<file path="src/rtl/pipe_pkg.sv">
// pipe_pkg -- shared typedefs and constants for the pipe / pipe_skid stages.
//   pipe_skid_state_t : FSM state of the backward-registered skid slice.
//   CNT_*             : buffered-entry counts reported on count_o.
//   skid_*()          : per-state decode of the registered handshake outputs.
package pipe_pkg;

    typedef enum logic [1:0] {
        ST_INIT  = 2'd0,
        ST_EMPTY = 2'd1,
        ST_BUSY  = 2'd2,
        ST_FULL  = 2'd3
    } pipe_skid_state_t;

    localparam logic [1:0] CNT_NONE = 2'd0;
    localparam logic [1:0] CNT_ONE  = 2'd1;
    localparam logic [1:0] CNT_TWO  = 2'd2;

    function automatic logic skid_rdy(input pipe_skid_state_t st);
        return (st == ST_EMPTY) || (st == ST_BUSY);
    endfunction

    function automatic logic skid_vld(input pipe_skid_state_t st);
        return (st == ST_BUSY) || (st == ST_FULL);
    endfunction

    function automatic logic [1:0] skid_cnt(input pipe_skid_state_t st);
        logic [1:0] c;
        case (st)
            ST_BUSY: c = CNT_ONE;
            ST_FULL: c = CNT_TWO;
            default: c = CNT_NONE;
        endcase
        return c;
    endfunction

endpackage

</file>
<file path="src/rtl/pipe_skid.sv">
// pipe_skid -- valid/ready slice with a registered upstream ready path.
// A two-entry skid buffer (main + skid register) absorbs the one extra beat
// that can arrive while data_rdy_o is still high, so data_rdy_o never depends
// combinationally on data_rdy_i.
//
// Ports:
//   clk_i       clock, rising edge
//   rst_n_i     asynchronous active-low reset
//   flush_i     synchronous discard of all buffered entries
//   data_i      upstream payload          data_vld_i  upstream valid
//   data_rdy_o  upstream ready (flop)
//   data_o      downstream payload (main register)
//   data_vld_o  downstream valid (flop)   data_rdy_i  downstream ready
//   count_o     buffered entries, 0..2 (flop)
module pipe_skid
    import pipe_pkg::*;
#(
    parameter int unsigned WIDTH = 32
) (
    input  logic             clk_i,
    input  logic             rst_n_i,
    input  logic             flush_i,
    input  logic [WIDTH-1:0] data_i,
    input  logic             data_vld_i,
    output logic             data_rdy_o,
    output logic [WIDTH-1:0] data_o,
    output logic             data_vld_o,
    input  logic             data_rdy_i,
    output logic [1:0]       count_o
);

    pipe_skid_state_t state_q, state_d;
    logic [WIDTH-1:0] main_q, main_d;
    logic [WIDTH-1:0] skid_q, skid_d;
    logic             rdy_q, vld_q;
    logic [1:0]       cnt_q;

    logic in_hs;
    logic out_hs;

    assign in_hs  = data_vld_i & rdy_q;
    assign out_hs = vld_q & data_rdy_i;

    always_comb begin
        state_d = state_q;
        main_d  = main_q;
        skid_d  = skid_q;

        case (state_q)
            ST_INIT: state_d = ST_EMPTY;
            ST_EMPTY: begin
                if (in_hs) begin
                    state_d = ST_BUSY;
                    main_d  = data_i;
                end
            end
            ST_BUSY: begin
                if (in_hs && !out_hs) begin
                    state_d = ST_FULL;
                    skid_d  = data_i;
                end else if (in_hs && out_hs) begin
                    main_d  = data_i;
                end else if (out_hs) begin
                    state_d = ST_EMPTY;
                end
            end
            ST_FULL: begin
                if (out_hs) begin
                    state_d = ST_BUSY;
                    main_d  = skid_q;
                end
            end
            default: state_d = ST_INIT;
        endcase

        // Flush wins over any same-cycle handshake; payload registers keep
        // their contents, only the occupancy is discarded.
        if (flush_i && (state_q != ST_INIT)) begin
            state_d = ST_EMPTY;
            main_d  = main_q;
            skid_d  = skid_q;
        end
    end

    // Handshake outputs are decoded from the next state and registered, so
    // every output is a flop.
    always_ff @(posedge clk_i or negedge rst_n_i) begin
        if (!rst_n_i) begin
            state_q <= ST_INIT;
            main_q  <= '0;
            skid_q  <= '0;
            rdy_q   <= 1'b0;
            vld_q   <= 1'b0;
            cnt_q   <= CNT_NONE;
        end else begin
            state_q <= state_d;
            main_q  <= main_d;
            skid_q  <= skid_d;
            rdy_q   <= skid_rdy(state_d);
            vld_q   <= skid_vld(state_d);
            cnt_q   <= skid_cnt(state_d);
        end
    end

    assign data_rdy_o = rdy_q;
    assign data_vld_o = vld_q;
    assign data_o     = main_q;
    assign count_o    = cnt_q;

endmodule

</file>
<file path="config.mk">
export PLATFORM = sky130hd
export DESIGN_NAME = pipe_skid
export DESIGN_NICKNAME = d
export VERILOG_FILES = /design/src/rtl/pipe_pkg.sv /design/src/rtl/pipe_skid.sv
export SDC_FILE = /design/constraint.sdc
export NUM_CORES = 1
export LEC_CHECK = 0
export BUFFER_PORTS_ARGS = -buffer_cell sky130_fd_sc_hd__buf_4
export CAP_MARGIN = 20
export CORE_ASPECT_RATIO = 1.5
export CORE_MARGIN = 2
export CORE_UTILIZATION = 55
export CTS_BUF_LIST = sky130_fd_sc_hd__clkbuf_2
export CTS_CLUSTER_SIZE = 10
export DETAILED_ROUTE_END_ITERATION = 10
export MAX_ROUTING_LAYER = met4
export PLACE_DENSITY = 0.93
export SYNTH_ARGS = -nofsm -noshare
export SYNTH_HDL_FRONTEND = slang
export SYNTH_SLANG_ARGS = --single-unit
</file>
<file path="constraint.sdc">
create_clock -name clk_i -period 2.44 [get_ports clk_i]
set_clock_uncertainty 0.1 [all_clocks]
set_input_delay 0.244 -clock clk_i [delete_from_list [all_inputs] [get_ports clk_i]]
set_output_delay 0.244 -clock clk_i [all_outputs]
set_load 0.05 [all_outputs]
</file>
# == Yosys cells after proc, flatten, opt, wreduce, memory -nomap -nowiden ==
# Cells that the tools add are included.
# op_classes
n_eq_ne,10
n_mux,13
n_bitwise,3
n_reduce_logical,11
# op_table
op,n
two-way mux 32 bit,4
one-hot mux 32 bit (3 select lines),1
two-way mux 2 bit,6
"== test 2 bit, second input constant",4
"!= test 2 bit, second input constant",4
one-hot mux 2 bit (4 select lines),1
AND reduction 6 bit,1
"== test 2 x 1 -> 1 bit, second input constant",2
one-hot mux 2 bit (2 select lines),1
logical AND 1 bit,3
AND reduction 3 bit,1
nonzero test 3 bit,1
bitwise AND 1 bit,2
logical NOT 2 bit,1
logical OR 1 bit,2
nonzero test 2 bit,1
logical NOT 1 bit,1
NOT 1 bit,1
# totals
ff_bits,70
input_bits,37
output_inout_bits,36
elab_cells,43

# == Depth between registers and ports, before layout ==
# depth
depth_word,8
mapped_depth,5
mapped_depth_nobuf,5

# == Worst setup path after synthesis ==
# Ideal clock, no wire load.
# synth_path
path_type,reg-to-reg
start,"register vld_q, in the netlist data_vld_o"
end,"register main_q[0], in the netlist data_o[0]"
setup_time_ns,0.125
arrival_time_ns,1.902
t_required_ns,2.215
path_slack_ns,0.313
stages_incl_launch_ff,5
path_buffers,1
synth_period_minus_slack_ns,2.127
path_cell_list,dfrtp_1 > nand2_1 > a2111oi_4 > buf_6 > mux2_2
# synth_between
elab_chain_len,5
word_cells_on_any_way,8
classes_between,eq/ne (3); bitwise (1); reduce/logical (4)
# synth_lines
element,line,source
"start, declared",pipe_skid.sv:35,"logic rdy_q, vld_q;"
"start signal, assigned",pipe_skid.sv:100,vld_q <= skid_vld(state_d);
bitwise AND 1 bit *,pipe_skid.sv:42,assign out_hs = vld_q & data_rdy_i;
logical NOT 1 bit,pipe_skid.sv:58,if (in_hs && !out_hs) begin
logical AND 1 bit,pipe_skid.sv:58,
!= test 2 bit (no line),--,
AND reduction 6 bit (no line) *,--,
"end signal, assigned",pipe_skid.sv:97,main_q <= main_d;
"end, declared",pipe_skid.sv:33,"logic [WIDTH-1:0] main_q, main_d;"
# Mark *: on every way between the ends. The rest lies on a longest branch, timed or not.
# A chain may end at the register's enable or synchronous reset.

# == Final worst setup path ==
# layout_path
start,register state_q[1]
end,register state_q[1]
# layout_between
elab_chain_len,5
word_cells_on_any_way,13
classes_between,eq/ne (3); mux (7); reduce/logical (3)
# layout_lines
element,line,source
"start, declared",pipe_skid.sv:32,"pipe_skid_state_t state_q, state_d;"
"start signal, assigned",pipe_skid.sv:96,state_q <= state_d;
two-way mux 2 bit,pipe_skid.sv:63,end else if (out_hs) begin
two-way mux 2 bit,pipe_skid.sv:61,end else if (in_hs && out_hs) begin
two-way mux 2 bit,pipe_skid.sv:58,
one-hot mux 2 bit (4 select lines),pipe_skid.sv:49,case (state_q)
two-way mux 2 bit *,pipe_skid.sv:78,if (flush_i && (state_q != ST_INIT)) begin
net state_d[1],pipe_skid.sv:32,
# The timed path passes the listed nets; every way through them passes the cells marked *.

==> metrics <==
wire per inst=between 15 and 20 µm; Clk network pwr share=13.1%; DP HPWL=between 3000 and 4000 µm; cell count after placement=about 340; Worst Hold Endpoint=state_q[0]$_DFF_PN0_; sw frac=42.8%; post-route ant nets=0; DR pass1 iterations=4; Worst Setup End Kind=flop; Synth Instances=a little under 200; RR Startpoint=state_q[1]$_DFF_PN0_; internal power=2.77 mW; Sequential Power Share=38.1%; final hold viol count=0; yosys warns=0; total power=4.84 mW; final std cells w/o fill=386; Rows=33; grt total ovfl=0; RSZ-0062 raised after global routing=no; die height=95.3 µm; H-tree depth=3; Layout Nets=350; vias in the first global route=2170; instance count on the critical path=3; CP delay by family, top=compound AO/OA/AOI/OAI gates; Final Cycle Share=80.1%; Die Wd=about 65 µm; #FFs+latches synth=70; leading cell type in the layout, fill and taps excluded=mux2_2; min-delay worst type=in -> reg; worst r2r dst=state_q[1]$_DFF_PN0_; Area growth syn-to-layout=35.0%; reg2reg setup slack=around 0.48 ns; CTS sink count=70; min Tclk post-route=1.96 ns; die area=6180 µm²; Slew HR=42.9%; post-synth top area cell=dfrtp_1; vias per cell=5.22; Setup Total Neg Slack=0 ns; Worst Reg-to-Reg Cells=3; combinational power share=roughly half; first-pass GRT wire length=between 10000 and 15000 µm; slowest CP cell=dlygate4sd3_1; fmax=0.511 GHz; Syn Nets=around 240; Max Buffers Root-to-Sink=2; crit path DAT=2.29 ns; PnR worst setup slack=0.485 ns; most frequent cells in the layout=95 x mux2_2, 78 x buf_4, 70 x dfrtp_1; Vias=2015; status=completed; ant diodes=0; Setup CP Type=reg -> reg; 1st-iter DRT viols=a little under 70; CP Launch Type=flop; Leakage=2.00 nW; final wirelength=6170 µm; DR DRC count=0; P_sw=2.08 mW; Worst-path clk slew=roughly 0.19 ns; routability cong.=0.764; core box area=around 5400 µm²; Worst Max-Slew Pin Slew=0.857 ns; CTS buffer count=9; Synth top area share=57.3%; number of antenna violations at the first check in global routing=0; Root Buffer=clkbuf_2; worst hold path cell count=4; Global Route Usage Sum=between 20% and 30%; starting density of the core=56.5%; Crit Path Max Fanout=7; Worst Path Buf+Inv=1; final setup violating endpoints=0; clock latency on the worst-skew pair=0.49 ns; Max Cap Viol=0; Hold Startpoint=data_rdy_i; layout cells sized above 1=59.8%; sequential fraction of the synthesis area=between 50% and 60%; Slew Viols, Final=0; count of cell types in the netlist=21; critical-path cell list=a31oi_1, a311oi_1, dlygate4sd3_1; Area contributors post-synth=dfrtp_1 57%, mux2_2 35%, buf_6 1.1%; Critical Path RT=2.77 ns; synthesized area per cell=around 16 µm²; post-synthesis cell area=between 3000 and 4000 µm²; num ports=73; post-CTS resize count=0; CTS tree=built; dpl ws=0.571 ns; # port buffers=72; largest net degree at the start of global routing=roughly 70; CP peak stage delay=0.63 ns; peak supply drop=755 µV; Pwr Density=1170 nW/µm²
==> registers in the layout (all words and copies together) (netlist names) <==
register	cells
data_rdy_o	1
data_o	32
count_o	2
data_vld_o	1
state_q	2
skid_q	32
==> cell usage after synthesis, drive strengths merged <==
cell type	instances
buf	9
nand4	1
nand3	1
a2111oi	1
inv	2
a31oi	1
dfrtp	70
a21oi	1
and2	1
o21ai	1
a32oi	1
ha	2
mux2	97
a32o	1
a311oi	1
or2	1
nor2b	1
nand2	3
nor2	1
==> layer usage <==
| layer | track usage [%] | share of wire, % | vias up |
|---|---|---|---|
| met3 | 5.79 | 4.9 | 12 |
| met1 | 24.4 | 40 | 997 |
| met4 | 10.1 | 2.3 | 0 |
| met5 | - | 0 | - |
| met2 | 39.1 | 53 | 63 |
| li1 | - | - | 943 |
==> through the flow <==
step / hold WS [ns] / area, µm² / utilization [%]
floorplan: -0.152 / 3060 / -
detailed placement: 0.314 / 3670 / 67.8
finish: 0.0750 / 4130 / 76.3
CTS: 0.0256 / 4130 / 76.3
global placement: 0.310 / 3670 / 67.8
global route: 0.0762 / 4130 / 76.3
==> power by group through the flow <==
stage	combinational [mW]	clock (mW)	sequential [mW]
floorplan	0.702	0	2.80
CTS	2.37	0.653	1.85
detailed placement	2.32	0	1.88
global route	2.48	0.694	1.90
finish	2.36	0.633	1.85
global placement	2.28	0	1.85
==> cell families (layout without fill, tap and decap cells) <==
family / count (synthesis) / in the layout / synth area share, %
muxes: 97 / 97 / 35.7
DFF: 70 / 70 / 57.3
buffers and inverters: 11 / 131 / 2.33
and+or+nand+nor: 9 / 9 / 1.47
AOI/OAI and AO/OA: 7 / 7 / 2.33
adders and majority gates: 2 / 2 / 0.819
==> final cells by class <==
| cell class | count | area, µm² |
|---|---|---|
| Clock inverter | 7 | 65.1 |
| Tap cell | 70 | 87.6 |
| Multi-Input combinational cell | 115 | 1230 |
| Inverter | 2 | 7.51 |
| Timing Repair Buffer | 113 | 936 |
| Clock buffer | 9 | 45.0 |
| Fill cell | 331 | 1280 |
| Sequential cell | 70 | 1750 |
==> worst max path at each step <==
stage                                     from                     end
after floorplan           data_vld_o$_DFF_PN0_   data_o[0]$_DFFE_PN0P_
after global placement    state_q[0]$_DFF_PN0_  data_o[29]$_DFFE_PN0P_
after detailed placement  state_q[0]$_DFF_PN0_   data_o[9]$_DFFE_PN0P_
after CTS                 state_q[0]$_DFF_PN0_   data_o[9]$_DFFE_PN0P_
after global routing      state_q[1]$_DFF_PN0_    state_q[1]$_DFF_PN0_
final                     state_q[1]$_DFF_PN0_    state_q[1]$_DFF_PN0_
==> worst min-delay path: cells and delay by family <==
kind            cells  cell delay, ns
compound gates      2            0.23
buf+inv             1            0.09
simple gates        1            0.06
==> what timing repair did <==
action                    4_1_cts  5_1_grt
buffers inserted                0        0
hold endpoints to repair      135        0
hold buffers                   35        0
(Power assumes the default switching activity.)
